### src/rtl/tdm_pkg.sv
// Shared types and helpers for the TDM demux sequencers and the demux stages they drive.
package tdm_pkg;

    typedef enum logic {
        HUNT = 1'b0,
        FILL = 1'b1
    } tdm_state_t;

    localparam int TDM_WIDTH = 8;
    localparam int TDM_NCH   = 8;

    // One bit of a slot-to-one-hot decode; callers loop k over the channels.
    function automatic logic slot_hot(input int slot, input int k);
        return slot == k;
    endfunction

endpackage

### src/rtl/tdm_out_bank.sv
// Output frame register with valid/ready handshake; a frame that arrives while the
// previous one is still unaccepted is dropped and flagged with a one-cycle ovf pulse.
module tdm_out_bank
    import tdm_pkg::*;
#(
    parameter int WIDTH = TDM_WIDTH,
    parameter int NCH   = TDM_NCH
) (
    input  logic                 clk,
    input  logic                 rst_n,
    input  logic                 load,
    input  logic [NCH*WIDTH-1:0] frame,
    input  logic                 out_ready,
    output logic [NCH*WIDTH-1:0] out_data,
    output logic                 out_valid,
    output logic                 ovf
);

    always_ff @(posedge clk or negedge rst_n) begin
        if (!rst_n) begin
            out_data  <= '0;
            out_valid <= 1'b0;
            ovf       <= 1'b0;
        end else begin
            ovf <= 1'b0;
            if (load) begin
                // Accepting the old frame in the same cycle frees the bank for the new one.
                if (!out_valid || out_ready) begin
                    out_data  <= frame;
                    out_valid <= 1'b1;
                end else begin
                    ovf <= 1'b1;
                end
            end else if (out_valid && out_ready) begin
                out_valid <= 1'b0;
            end
        end
    end

endmodule

### src/rtl/tdm_demux_seq.sv
// TDM demux sequencer: steers a framed serial sample stream into per-channel shadow
// registers and publishes each completed frame through tdm_out_bank.
//
// state | meaning
// HUNT  | waiting for a start-of-frame sample; other samples are ignored
// FILL  | collecting samples into shadow[slot] until slot NCH-1 is written
module tdm_demux_seq
    import tdm_pkg::*;
#(
    parameter int WIDTH = TDM_WIDTH,
    parameter int NCH   = TDM_NCH
) (
    input  logic                 clk,
    input  logic                 rst_n,
    input  logic                 in_valid,
    input  logic                 in_sof,
    input  logic [WIDTH-1:0]     in_data,
    output logic [NCH*WIDTH-1:0] out_data,
    output logic                 out_valid,
    input  logic                 out_ready,
    output logic [NCH-1:0]       slot_we,
    output logic                 err_short,
    output logic                 err_ovf
);

    localparam int SW = $clog2(NCH);
    localparam logic [SW-1:0] LAST_SLOT = SW'(NCH - 1);

    tdm_state_t           state;
    logic [SW-1:0]        slot;
    logic [WIDTH-1:0]     shadow [NCH];

    logic                 wr_en;
    logic [SW-1:0]        wr_slot;
    logic [NCH-1:0]       wr_onehot;
    logic                 load;
    logic [NCH*WIDTH-1:0] frame;

    always_comb begin
        wr_en   = 1'b0;
        wr_slot = '0;
        load    = 1'b0;
        if (in_valid) begin
            if (in_sof) begin
                wr_en = 1'b1;
            end else if (state == FILL) begin
                wr_en   = 1'b1;
                wr_slot = slot;
                load    = (slot == LAST_SLOT);
            end
        end
    end

    always_comb begin
        wr_onehot = '0;
        for (int k = 0; k < NCH; k++) begin
            wr_onehot[k] = slot_hot(int'(wr_slot), k);
        end
    end

    // The last sample goes straight from in_data into the published frame.
    always_comb begin
        frame = '0;
        for (int k = 0; k < NCH - 1; k++) begin
            frame[k*WIDTH +: WIDTH] = shadow[k];
        end
        frame[(NCH-1)*WIDTH +: WIDTH] = in_data;
    end

    always_ff @(posedge clk or negedge rst_n) begin
        if (!rst_n) begin
            state     <= HUNT;
            slot      <= '0;
            slot_we   <= '0;
            err_short <= 1'b0;
            for (int k = 0; k < NCH; k++) begin
                shadow[k] <= '0;
            end
        end else begin
            slot_we   <= wr_en ? wr_onehot : '0;
            err_short <= in_valid && in_sof && (state == FILL);
            if (wr_en) begin
                shadow[wr_slot] <= in_data;
            end
            case (state)
                HUNT: begin
                    if (in_valid && in_sof) begin
                        slot  <= SW'(1);
                        state <= FILL;
                    end
                end
                FILL: begin
                    if (in_valid) begin
                        if (in_sof) begin
                            slot <= SW'(1);
                        end else if (slot == LAST_SLOT) begin
                            slot  <= '0;
                            state <= HUNT;
                        end else begin
                            slot <= slot + SW'(1);
                        end
                    end
                end
                default: begin
                    slot  <= '0;
                    state <= HUNT;
                end
            endcase
        end
    end

    tdm_out_bank #(
        .WIDTH (WIDTH),
        .NCH   (NCH)
    ) u_out_bank (
        .clk       (clk),
        .rst_n     (rst_n),
        .load      (load),
        .frame     (frame),
        .out_ready (out_ready),
        .out_data  (out_data),
        .out_valid (out_valid),
        .ovf       (err_ovf)
    );

endmodule

### config.mk
export PLATFORM = sky130hd
export DESIGN_NAME = tdm_demux_seq
export DESIGN_NICKNAME = d
export VERILOG_FILES = /design/src/rtl/tdm_pkg.sv /design/src/rtl/tdm_out_bank.sv /design/src/rtl/tdm_demux_seq.sv
export SDC_FILE = /design/constraint.sdc
export NUM_CORES = 1
export LEC_CHECK = 0
export BUFFER_PORTS_ARGS = -buffer_cell sky130_fd_sc_hd__buf_2
export CAP_MARGIN = 20
export CORE_MARGIN = 5
export CORE_UTILIZATION = 55
export CTS_BUF_LIST = sky130_fd_sc_hd__clkbuf_16
export CTS_CLUSTER_DIAMETER = 30
export DETAILED_ROUTE_END_ITERATION = 8
export PLACE_DENSITY = 0.76
export SYNTH_ARGS = -nofsm -noshare
export SYNTH_HDL_FRONTEND = slang
export SYNTH_SLANG_ARGS = --single-unit
### constraint.sdc
create_clock -name clk -period 3.2 [get_ports clk]
set_clock_uncertainty 0.05 [all_clocks]
set_input_delay 0.64 -clock clk [delete_from_list [all_inputs] [get_ports clk]]
set_output_delay 0.64 -clock clk [all_outputs]
set_load 0.01 [all_outputs]
# After elaboration in Yosys (flattened, before gate mapping)
# Cells that the tools add are included.
[totals] word_cells=70 register_bits=143 in_bits=13
[op_classes] n_eq_ne=11 n_reduce_logical=11 order_cmp=2 add_sub_neg=1 mux=28 bitwise_logic=2
[ops] op="64-bit bitwise mux" n=1
[ops] op="8-bit demux with 3-bit select" n=1
[ops] op="3-bit 2-to-1 mux" n=7
[ops] op="8-bit 2-to-1 mux" n=2
[ops] op="3-bit == test (second input constant)" n=5
[ops] op="1-bit 2-to-1 mux" n=15
[ops] op="3-bit by 2-bit == test with 1-bit output (second input constant)" n=2
[ops] op="3-bit one-hot mux with 2 select lines" n=1
[ops] op="2-bit AND reduction" n=3
[ops] op="4-bit greater-or-equal comparator (second input constant)" n=1
[ops] op="1-bit logical AND" n=4
[ops] op="4-bit by 1-bit < comparator with 1-bit output (second input constant)" n=1
[ops] op="2-bit inequality test (second input constant)" n=2
[ops] op="3-bit NOT with 4-bit output" n=1
[ops] op="3-bit by 1-bit adder with 3-bit output (second input constant)" n=1
[ops] op="3-bit by 1-bit == test with 1-bit output (second input constant)" n=1
[ops] op="3-bit logical NOT" n=1
[ops] op="2-bit by 1-bit inequality test with 1-bit output (second input constant)" n=1
[ops] op="1-bit one-hot mux with 2 select lines" n=1
[ops] op="2-bit nonzero test" n=1
[ops] op="1-bit logical NOT" n=1
[ops] op="1-bit logical OR" n=1
[ops] op="1-bit NOT" n=1

# Depth between registers and ports, before layout
# Gate-level depths: netlist of run 1.
[logic_depth] ltp_word=9 mapped_depth=7 mapped_depth_nobuf=5

# Hierarchy
# From an unflattened synthesis of run 1, not the netlist that was laid out.
[hier_totals] cells_unflattened=305 area_unflattened_um2=5342.6
[by_module_without_submodules] mod="tdm_out_bank" cells_each=141 instances=1 area_per_inst_um2=2701.3
[by_module_without_submodules] mod="tdm_demux_seq" cells_each=164 instances=1 area_per_inst_um2=2641.3

# Least setup slack after synthesis of run 1
# No wires, ideal clock.
[synth_path] path_type="reg-to-reg" startpoint="register slot[0]" endpoint="register u_out_bank.out_data[56]" arrival_time_ns=1.698 t_required_ns=3.025 setup_time_ns=0.125 synth_period_minus_slack_ns=1.873 path_slack_ns=1.327 path_stages_with_launch=8 cell_sequence="dfrtp_1 -> ha_1 -> ha_1 -> nand4b_1 -> nor2b_1 -> buf_4 -> buf_6 -> mux2_2"
[synth_via] elab_chain_len=5
[synth_lines] item="from (decl)" line_no="tdm_demux_seq.sv:30" source="logic [SW-1:0] slot;"
[synth_lines] item="from (signal assigned)" line_no="tdm_demux_seq.sv:100" source="slot <= slot + SW'(1);"
[synth_lines] item="3-bit == test" line_no="tdm_demux_seq.sv:49" source="load = (slot == LAST_SLOT);"
[synth_lines] item="1-bit 2-to-1 mux" line_no="tdm_demux_seq.sv:46" source="end else if (state == FILL) begin"
[synth_lines] item="1-bit 2-to-1 mux" line_no="tdm_demux_seq.sv:44" source="if (in_sof) begin"
[synth_lines] item="1-bit 2-to-1 mux" line_no="tdm_demux_seq.sv:43" source="if (in_valid) begin"
[synth_lines] item="2-bit AND reduction (no source line)"
[synth_lines] item="to (signal assigned)" line_no="tdm_out_bank.sv:29" source="out_data <= frame;"
[synth_lines] item="to (decl)" line_no="tdm_out_bank.sv:14" source="output logic [NCH*WIDTH-1:0] out_data,"
# No other way between the ends.
# A chain may end at the register's enable or synchronous reset.

# Final worst setup path of run 1
[layout_path] startpoint="register slot[1]" endpoint="register u_out_bank.out_data[22]"
# Same word-level chain as after synthesis.

==> summary.md, run 1 <==
| Metric | Value |
|---|---|
| Top Metal Used | `met4` |
| Worst Path Arrival | `~2.4 ns` |
| Commonest cells in the netlist | `dfrtp_1 (135), mux2_2 (120), buf_6 (6), inv_1 (6), nand2_1 (6)` |
| Final setup fails | `0` |
| Clock sinks | `approximately 140` |
| Util after Layout | `0.687` |
| Max-slew violations | `0` |
| Synth area leader | `dfrtp_1` |
| Setup TNS | `0 ns` |
| Slew @ Worst Pin | `between 0.5 and 0.6 ns` |
| Most numerous cell in the Yosys netlist | `dfrtp_1` |
| Post-Syn Instances | `~310` |
| H-Tree Level Count | `4` |
| Core ar. | `9150 µm²` |
| CTS tree | `yes` |
| WL/cell | `around 20 µm` |
| Max-Cap Viols | `0` |
| Final Hold Viols | `0` |
| Post-Synth XOR/XNOR Area | `0` |
| Status | `finished clean` |
| Root buffer cell | `clkbuf_16` |
| Met3 WL | `roughly 430 µm` |
| Simple-Gate Fraction of Synth Area | `0.0371` |
| Clock Latency Late Sink | `0.41 ns` |
| Met2 WL | `approximately 5.2 mm` |
| Die Wd | `roughly 110 µm` |
| Area post-placement | `5670 µm²` |
| Final Net Count | `423` |
| Diode count | `0` |
| Fill cells | `roughly 600` |
| Share of cells above drive strength 1 | `0.592` |
| Power Dens Cells | `~810 nW/µm²` |
| Synthesized flop and latch total | `135` |
| Post-DRT Antenna Nets | `0` |
| Via/cell ratio | `5.40` |
| Period utilisation layout | `0.676` |
| Adder-cell area share of the yosys netlist | `0.00488` |
| DP HPWL | `6.36 mm` |
| Top cells by area, synth | `dfrtp_1 (66%), mux2_2 (26%), buf_6 (1.3%), buf_4 (0.59%), and4bb_2 (0.49%)` |
| P_leak | `3.35 nW` |
| Post-Syn Area per Cell | `16.6 µm²` |
| Crit start category | `register` |
| Async SR Flop Fraction | `1.00` |
| Post-Route M1 WL | `4.59 mm` |
| CTS hold repair buffers | `0` |
| Post-CTS sizing | `0` |
| Largest family of logic cells by synthesized area | `multiplexers` |
| Register area share after synthesis | `0.659` |
| DRC viols | `0` |
| Initial DRC Count | `142` |
| IO Count | `a little under 90` |
| Syn Nets | `324` |
| Routed WL | `approximately 10 mm` |
| Slew HR | `0.608` |
| Area delta synth->final | `22.6%` |
| Hold Crit Class | `input port to asynchronous set/reset pin` |
| VDD IR-drop max | `397 µV` |
| Post-synth EDFFs | `0` |
| RePlAce Congestion | `0.730` |
| Number of global-route vias before repair | `3098` |
| RSZ-0062 raised after global routing | `no` |
| First-pass GRT wire length | `17.0 mm` |
| Post-synth top area share | `0.659` |
| Fin crit period | `2.16 ns` |
| Post-synth cell types | `26` |
| Total grt overflow | `0` |
| Largest net degree at the start of global routing | `55` |
| CTS max path bufs | `2` |
| GRT Util Overall | `0.201` |
| # rows | `35` |
| Mapped cell area | `just over 5000 µm²` |
| Initial Utilization | `0.560` |
| Via count | `about 2900` |
| Die Area | `11300 µm²` |
| Finished Cell Area | `approximately 6300 µm²` |
| Crit path max fanout | `50` |
| Synth Flop Type | `dfrtp_1` |
| Die H | `between 100 and 150 µm` |
| CP Capture Type | `register` |
| Pre-Repair DR Iteration Count | `4` |
| Final Power | `around 5.1 mW` |
| Post-synthesis compound-gate area fraction | `0.00977` |
| CTS Buf Count | `17` |
| Initial antenna violation count | `0` |
| Post-CTS Setup Inserts | `0` |
| Yosys warns | `0` |
| Critical setup path kind | `register to register` |
| Req. time, crit path | `~3.4 ns` |
| Port bufs | `87` |
| Clock slew at reported path FFs | `~0.05 ns` |
| Max Freq | `462 MHz` |
| Mux cell area share after synthesis | `0.264` |
-- registers in the layout, summed over array words and instances, names as in the netlist --
| register | flops |
|---|---|
| u_out_bank.out_data | 64 |
| frame | 56 |
| slot_we | 8 |
| slot | 3 |
| err_short | 1 |
| state | 1 |
| u_out_bank.out_valid | 1 |
| u_out_bank.ovf | 1 |
-- routing by layer --
metal | vias to the layer above | global-route usage
li1 | 1288 | -
met1 | 1492 | 0.268
met2 | 70 | 0.320
met3 | 10 | 0.0565
met4 | 0 | 0.0658
met5 | - | 0
-- kinds of logic (layout without fill, tap and decap cells) --
kind of cell | Yosys count | in the layout
AO/OA/AOI/OAI | 7 | 7
adder cells (fa/ha/maj) | 2 | 2
buffers and inverters | 18 | 128
flip-flops | 135 | 135
multiplexers | 120 | 120
AND/OR/NAND/NOR | 27 | 27
-- layout by cell type (no fill, tap or decap), types with 2 or more instances in the layout --
cell	instances
inv_1	9
nand4b_1	2
nand2b_1	2
clkinv_2	4
buf_2	86
buf_4	3
nand2_2	2
nor3b_1	2
buf_12	2
and4bb_2	2
clkbuf_16	17
a22o_1	2
bufinv_16	5
o21ai_0	2
nand2_1	6
dfrtp_1	135
ha_1	2
nor2_1	3
mux2_2	120
nand3_2	2
-- worst max-delay path, cell delays in order, from the launching register on --
cell and delay [ns]:
dfrtp_1 0.50, ha_1 0.21, ha_1 0.18, nand4b_1 0.20, nor2b_4 0.20, buf_12 0.27, mux2_2 0.38
-- layout make-up --
cell class | instances | area [µm²] | share of cell area
clock buffers | 17 | 425 | 0.0677
repair buffers | 92 | 504 | 0.0802
well taps | 111 | 139 | 0.0221
multi-input cells | 156 | 1620 | 0.258
inverters | 6 | 22.5 | 0.00358
flip-flops and latches | 135 | 3380 | 0.538
clock inverters | 13 | 190 | 0.0303
-- metrics by stage --
stage                     cells  worst slack (ns)  hold slack, ns
final                       530              1.04           0.126
after detailed placement    500              1.00           0.435
after floorplan             309              1.33           0.294
after global placement      500              1.05           0.431
after CTS                   530              1.04           0.132
after global routing        530             0.900           0.158
-- final timing paths --
check | start | end | slack [ns] | depth (start not counted)
setup / recovery | slot[1] | u_out_bank.out_data[22] | 1.04 | 6
hold / removal | rst_n | slot_we[3] | 0.13 | 1
setup reg to reg | slot[1] | u_out_bank.out_data[22] | 1.04 | 6
hold reg to reg | frame[16] | u_out_bank.out_data[16] | 0.45 | 1
max in group asynchronous | rst_n | u_out_bank.out_data[35] | 2.20 | 2
min in group clk | frame[16] | u_out_bank.out_data[16] | 0.45 | 1
-- report_power, final --
part / internal, mW / switching (mW)
logic: 0.416 / 0.309
registers: 2.12 / 0.221
clock network: 1.36 / 0.678
No activity file was read; power rests on OpenSTA's default activity.
==> run 2, diff against run 1 <==
- ABC_AREA: not set -> 1
- clock period: 3.2 -> 2.3 ns (I/O delays scaled with it)
==> run 2 against run 1 <==
Effect of this change:
- cell area up 1.1%
- clock-buffer cell count unchanged
- register-to-register slack got worse by 0.50 ns
- largest power group unchanged
- synthesized area increased by 1.6%
- highest routed layer unchanged
- clock power rose by 34%
==> summary.md, run 2 <==
| Metric | Value |
|---|---|
| Status | `finished clean` |
| DP HPWL | `between 7 and 8 mm` |
| Total grt overflow | `0` |
| RSZ-0062 raised after global routing | `no` |
| Core ar. | `around 9000 µm²` |
| Post-CTS Setup Inserts | `0` |
| Slew HR | `0.515` |
| Hold Crit Class | `input port to asynchronous set/reset pin` |
| Post-Syn Area per Cell | `approximately 9.0 µm²` |
| Slew @ Worst Pin | `between 0.7 and 0.8 ns` |
| Mapped cell area | `~5200 µm²` |
| Post-synthesis compound-gate area fraction | `0.00529` |
| Max reg flops | `64` |
| Commonest cells in the netlist | `nand2_1 (339), dfrtp_1 (135), nand3_1 (34)` |
| Synth Flop Type | `dfrtp_1` |
| First-pass GRT wire length | `about 20 mm` |
| Pre-Repair DR Iteration Count | `6` |
| Max Freq | `567 MHz` |
| Post-CTS sizing | `0` |
| Post-synth top area share | `0.649` |
| Largest family of logic cells by synthesized area | `simple AND/OR/NAND/NOR gates` |
| CP max stage delay | `~0.46 ns` |
| GRT Util Overall | `0.223` |
| Critical setup path kind | `register to register` |
| WL/cell | `14.9 µm` |
| Mux cell area share after synthesis | `0` |
| Die Wd | `roughly 110 µm` |
| Post-synth cell types | `18` |
| Fin crit period | `between 1.5 and 2 ns` |
| Dpl ws | `between 0.4 and 0.5 ns` |
| WP buf/inv | `2` |
| Initial Utilization | `0.563` |
| Port bufs | `slightly below 90` |
| Period utilisation layout | `0.766` |
| Simple-Gate Fraction of Synth Area | `0.307` |
| Util after Layout | `0.687` |
| Slowest CP cell | `dfrtp_1` |
| Die H | `approximately 110 µm` |
| Top cells by area, synth | `dfrtp_1 (65%), nand2_1 (24%), nand3_1 (3.3%), buf_2 (2.1%), nand2_2 (0.96%)` |
| CTS tree | `yes` |
| Clock sinks | `roughly 140` |
| Synth area leader | `dfrtp_1` |
| Crit path max-delay family | `flip-flops` |
| P_leak | `between 3 and 4 nW` |
| Synthesized flop and latch total | `around 140` |
| Initial DRC Count | `just under 200` |
| Crit start category | `register` |
| VDD IR-drop max | `~560 µV` |
| Die Area | `11500 µm²` |
| Post-Syn Instances | `roughly 580` |
| Req. time, crit path | `about 2.6 ns` |
| Post-Synth XOR/XNOR Area | `0` |
| Crit path cell chain | `ha_1, ha_1, nand2_2, inv_2, nand2_2, buf_4, nand2_1, nand2_1` |
| Area delta synth->final | `22.0%` |
| Post-synth EDFFs | `0` |
| Number of global-route vias before repair | `roughly 4100` |
| Commonest non-fill, non-tap cell in the layout | `nand2_1` |
| Root buffer cell | `clkbuf_16` |
| Adder-cell area share of the yosys netlist | `0.00481` |
| Power Dens Cells | `1080 nW/µm²` |
| Final Net Count | `679` |
| Clock Latency Late Sink | `0.41 ns` |
| CTS hold repair buffers | `0` |
| Yosys warns | `0` |
| CTS max path bufs | `2` |
| Worst Path Arrival | `about 2.1 ns` |
| Async SR Flop Fraction | `1.00` |
| Crit path max fanout | `34` |
| Via count | `a little over 4000` |
| Via/cell ratio | `~5` |
| Final Hold Viols | `0` |
| Most flops, register | `u_out_bank.out_data` |
| Max-Cap Viols | `0` |
| Final hold slack | `about 0.07 ns` |
| Max-slew violations | `0` |
| Final setup fails | `0` |
| Largest net degree at the start of global routing | `approximately 140` |
| DRC viols | `0` |
| Share of cells above drive strength 1 | `0.216` |
| Post-DRT Antenna Nets | `0` |
| Register area share after synthesis | `0.649` |
| Setup TNS | `0 ns` |
| Commonest cells after routing, fill and taps aside | `nand2_1 (339), dfrtp_1 (135), buf_2 (86), nand3_1 (34), clkbuf_16 (17)` |
| Final Power | `between 6 and 7 mW` |
| Clock slew at reported path FFs | `approximately 0.06 ns` |
| H-Tree Level Count | `4` |
| Initial antenna violation count | `1` |
| Routed WL | `roughly 12 mm` |
| IO Count | `88` |
| Syn Nets | `approximately 600` |
| # rows | `35` |
| RePlAce Congestion | `around 0.8` |
| CTS Buf Count | `17` |
| Final WS setup | `between 0.5 and 0.6 ns` |
| CP Capture Type | `register` |
| Most numerous cell in the Yosys netlist | `nand2_1` |
## run 2: cell count changes in the layout (fill, tap and decap cells not counted), moves of 6 or more
| cell | change |
|---|---|
| nand3_1 | +33 |
| nand2_2 | +6 |
| nand2_1 | +333 |
| inv_2 | +6 |
| mux2_2 | -120 |
## run 2: area by class of cell
| cell class | count | area [µm²] |
|---|---|---|
| repair buffers | 92 | 500 |
| inverters | 14 | 52.6 |
| diodes | 1 | 2.50 |
| flip-flops and latches | 135 | 3380 |
| clock inverters | 15 | 178 |
| multi-input cells | 404 | 1650 |
| clock buffers | 17 | 425 |
| well taps | 129 | 161 |
| fillers | 709 | 2890 |
## run 2: logic make-up (layout without fill, tap and decap cells)
kind of cell | count (synthesis) | in the layout
adder cells (fa/ha/maj) | 2 | 2
buffers and inverters | 38 | 138
AO/OA/AOI/OAI | 4 | 4
AND/OR/NAND/NOR | 398 | 398
other | 0 | 1
flip-flops | 135 | 135
## run 2: report_power, final
| part | leakage [nW] | switching, mW | internal, mW | total (mW) |
|---|---|---|---|---|
| clock | 0.283 | 1.03 | 1.71 | 2.73 |
| sequential | 1.80 | 0.301 | 2.90 | 3.20 |
| combinational | 1.66 | 0.580 | 0.344 | 0.924 |
## run 2: path summary, 6_finish.rpt
check / end / start / slack [ns] / cells past startpoint
max in group asynchronous: u_out_bank.out_data[55] / rst_n / 1.56 / 2
min reg2reg: u_out_bank.out_data[31] / u_out_bank.out_data[31] / 0.41 / 2
max: u_out_bank.out_data[32] / slot[1] / 0.54 / 8
max reg2reg: u_out_bank.out_data[32] / slot[1] / 0.54 / 8
min: u_out_bank.out_data[6] / rst_n / 0.07 / 2
min in group clk: state / in_valid / 0.30 / 3
## run 2: routing by layer
layer	wire length [µm]	vias up	track usage	share of wire
li1	-	1941	-	-
met1	4890	1947	0.284	0.41
met5	0	-	0	0
met4	228	0	0.0831	0.019
met3	839	19	0.0588	0.070
met2	6030	138	0.368	0.50
## run 2: through the flow
stage,instances,area [µm²]
floorplan,577,5200
global placement,774,5740
detailed placement,774,5740
CTS,806,6350
global route,807,6350
finish,807,6350
==> run 3, diff against run 2 <==
- ABC_AREA: 1 -> 0
- CORE_UTILIZATION: 55 -> 50
- PLACE_DENSITY: 0.76 -> 0.73
- clock period: 2.3 -> 1.45 ns (I/O delays scaled with it)
==> run 3 against run 2 <==
Effect of this change:
- first-iteration DRC count down 28%
- the flow now finishes with violations (negative setup slack)
- highest routed layer unchanged
- total power grew 73%
- via count fell by 22%
- fmax down 7.5%
==> summary.md, run 3 (synthesized netlist as in run 1, its figures left out) <==
| Metric | Value |
|---|---|
| First-pass GRT wire length | `approximately 20 mm` |
| Reg2reg end | `u_out_bank.out_data[11]` |
| Crit path cell chain | `ha_4, ha_4, nand4b_1, nor2b_4, buf_4, clkbuf_16, mux2_2` |
| Core ar. | `10100 µm²` |
| Failing checks | `negative setup slack` |
| Most frequent CP cell | `ha_4` |
| Period utilisation layout | `1.31` |
| Max-slew violations | `0` |
| Port bufs | `87` |
| CTS tree | `yes` |
| Final Hold Viols | `0` |
| Crit start category | `register` |
| Hold Startpoint | `in_valid` |
| Most flops, register | `u_out_bank.out_data` |
| Hold Crit Class | `input port to register` |
| Via/cell ratio | `~5.2` |
| Slew @ Worst Pin | `roughly 0.33 ns` |
| Die Wd | `approximately 110 µm` |
| Critical setup path kind | `register to register` |
| Fin crit period | `roughly 1.9 ns` |
| VDD IR-drop max | `about 980 µV` |
| Initial Utilization | `0.505` |
| Req. time, crit path | `1.69 ns` |
| Initial DRC Count | `140` |
| Total grt overflow | `0` |
| Max-Cap Viols | `0` |
| Finished Cell Area | `just over 7000 µm²` |
| Number of global-route vias before repair | `between 3000 and 4000` |
| Final WS setup | `-0.456 ns` |
| Crit path max fanout | `6` |
| P_leak | `around 3.7 nW` |
| RSZ-0062 raised after global routing | `yes` |
| Clock slew at reported path FFs | `around 0.06 ns` |
| Max reg flops | `64` |
| Max Freq | `about 520 MHz` |
| Commonest cells after routing, fill and taps aside | `dfrtp_1 (132), buf_2 (86), mux2_2 (80), mux2_4 (40), buf_4 (28)` |
| Area post-placement | `5990 µm²` |
| Die H | `111 µm` |
| Initial antenna violation count | `0` |
| Area delta synth->final | `39.1%` |
| Power Dens Cells | `~1700 nW/µm²` |
| H-Tree Level Count | `4` |
| Crit path to | `u_out_bank.out_data[11]` |
| Reg2reg setup slack | `-0.46 ns` |
| Commonest non-fill, non-tap cell in the layout | `dfrtp_1` |
| Clock Latency Late Sink | `0.41 ns` |
| DP HPWL | `between 6 and 7 mm` |
| Clock sinks | `roughly 140` |
| GRT Util Overall | `0.204` |
| Post-DRT Antenna Nets | `0` |
| # rows | `37` |
| Diode count | `0` |
| DRC viols | `0` |
| WL/cell | `~21 µm` |
| Status | `finished with violations` |
| Root buffer cell | `clkbuf_16` |
| Worst R2R Start | `slot[1]` |
| Slowest CP cell | `dfrtp_1` |
| CP max stage delay | `about 0.39 ns` |
| Die Area | `roughly 12000 µm²` |
| Via count | `3159` |
| IO Count | `between 80 and 90` |
| Routed WL | `12.9 mm` |
| Reg2Reg Depth | `7` |
| Final setup fails | `approximately 120` |
| RePlAce Congestion | `~0.73` |
| Final Net Count | `~470` |
| Slew HR | `0.778` |
| Worst Path Arrival | `2.15 ns` |
| Share of cells above drive strength 1 | `0.652` |
| CTS Buf Count | `17` |
| Final Power | `about 12 mW` |
| Largest net degree at the start of global routing | `47` |
| CP Launch Point | `slot[1]` |
| CP Capture Type | `register` |
| Pre-Repair DR Iteration Count | `4` |
| CTS max path bufs | `2` |
==> run 3: cell count changes in the layout (fill, tap and decap cells not counted), moves of 6 or more <==
cell     previous run  this run
inv_2               6         0
nand2_1           339         5
mux2_4              0        40
nand3_1            34         1
mux2_2              0        80
nand2_2             8         0
buf_6               0         7
buf_4               4        28
==> run 3: how the worst min path moves through the flow <==
stage                       endpoint  slack [ns]  depth (start not counted)
after floorplan            err_short       -0.06                          0
after CTS                  err_short        0.12                          2
final                      err_short        0.13                          2
after global placement    slot_we[0]        0.14                          1
after global routing       err_short        0.14                          2
after detailed placement  slot_we[3]        0.15                          1
==> run 3: metal layers <==
metal	part of all wire	vias to the layer above	track usage
li1	-	1385	-
met5	0	-	0
met4	0.018	0	0.0633
met3	0.045	16	0.0611
met1	0.43	1667	0.259
met2	0.50	91	0.336
==> run 3: cell type report <==
cell class                 count  area [µm²]
sequential                   135        3380
fill                         672        3010
multi-input combinational    157        1880
timing repair buffer         136        1050
clock buffer                  17         425
clock inverter                15         204
tap                          136         170
inverter                       6        22.5
==> run 3: power breakdown <==
| group | switching [mW] | internal, mW |
|---|---|---|
| Sequential | 0.531 | 4.68 |
| Clock | 1.68 | 2.89 |
| Combinational | 0.864 | 1.25 |
==> run 3: timing repair <==
item / CTS / global route
resized for setup: 39 / 16
gates cloned: 4 / 4
endpoints found under the hold margin: 29 / 0
hold buffers: 1 / 0
setup buffers: 13 / 4
pin swaps: 6 / 5
endpoints found under the setup margin: 123 / 123
==> run 3: critical path: cells and delay by family, from the launching register on <==
kind                     cells  cell delay (ns)
AND/OR/NAND/NOR              2             0.40
multiplexers                 1             0.33
flip-flops                   1             0.39
buffers and inverters        2             0.34
adder cells (fa/ha/maj)      2             0.27
==> run 3: through the flow <==
step	cells	hold slack [ns]	setup slack [ns]	TNS, ns	util
after global routing	602	0.141	-0.516	-46.52	0.703
after CTS	596	0.120	-0.416	-33.12	0.689
after global placement	546	0.143	-0.350	-30.79	0.591
after floorplan	309	-0.0556	-0.327	-22.91	-
after detailed placement	546	0.146	-0.410	-34.87	0.591
final	602	0.131	-0.456	-38.84	0.703
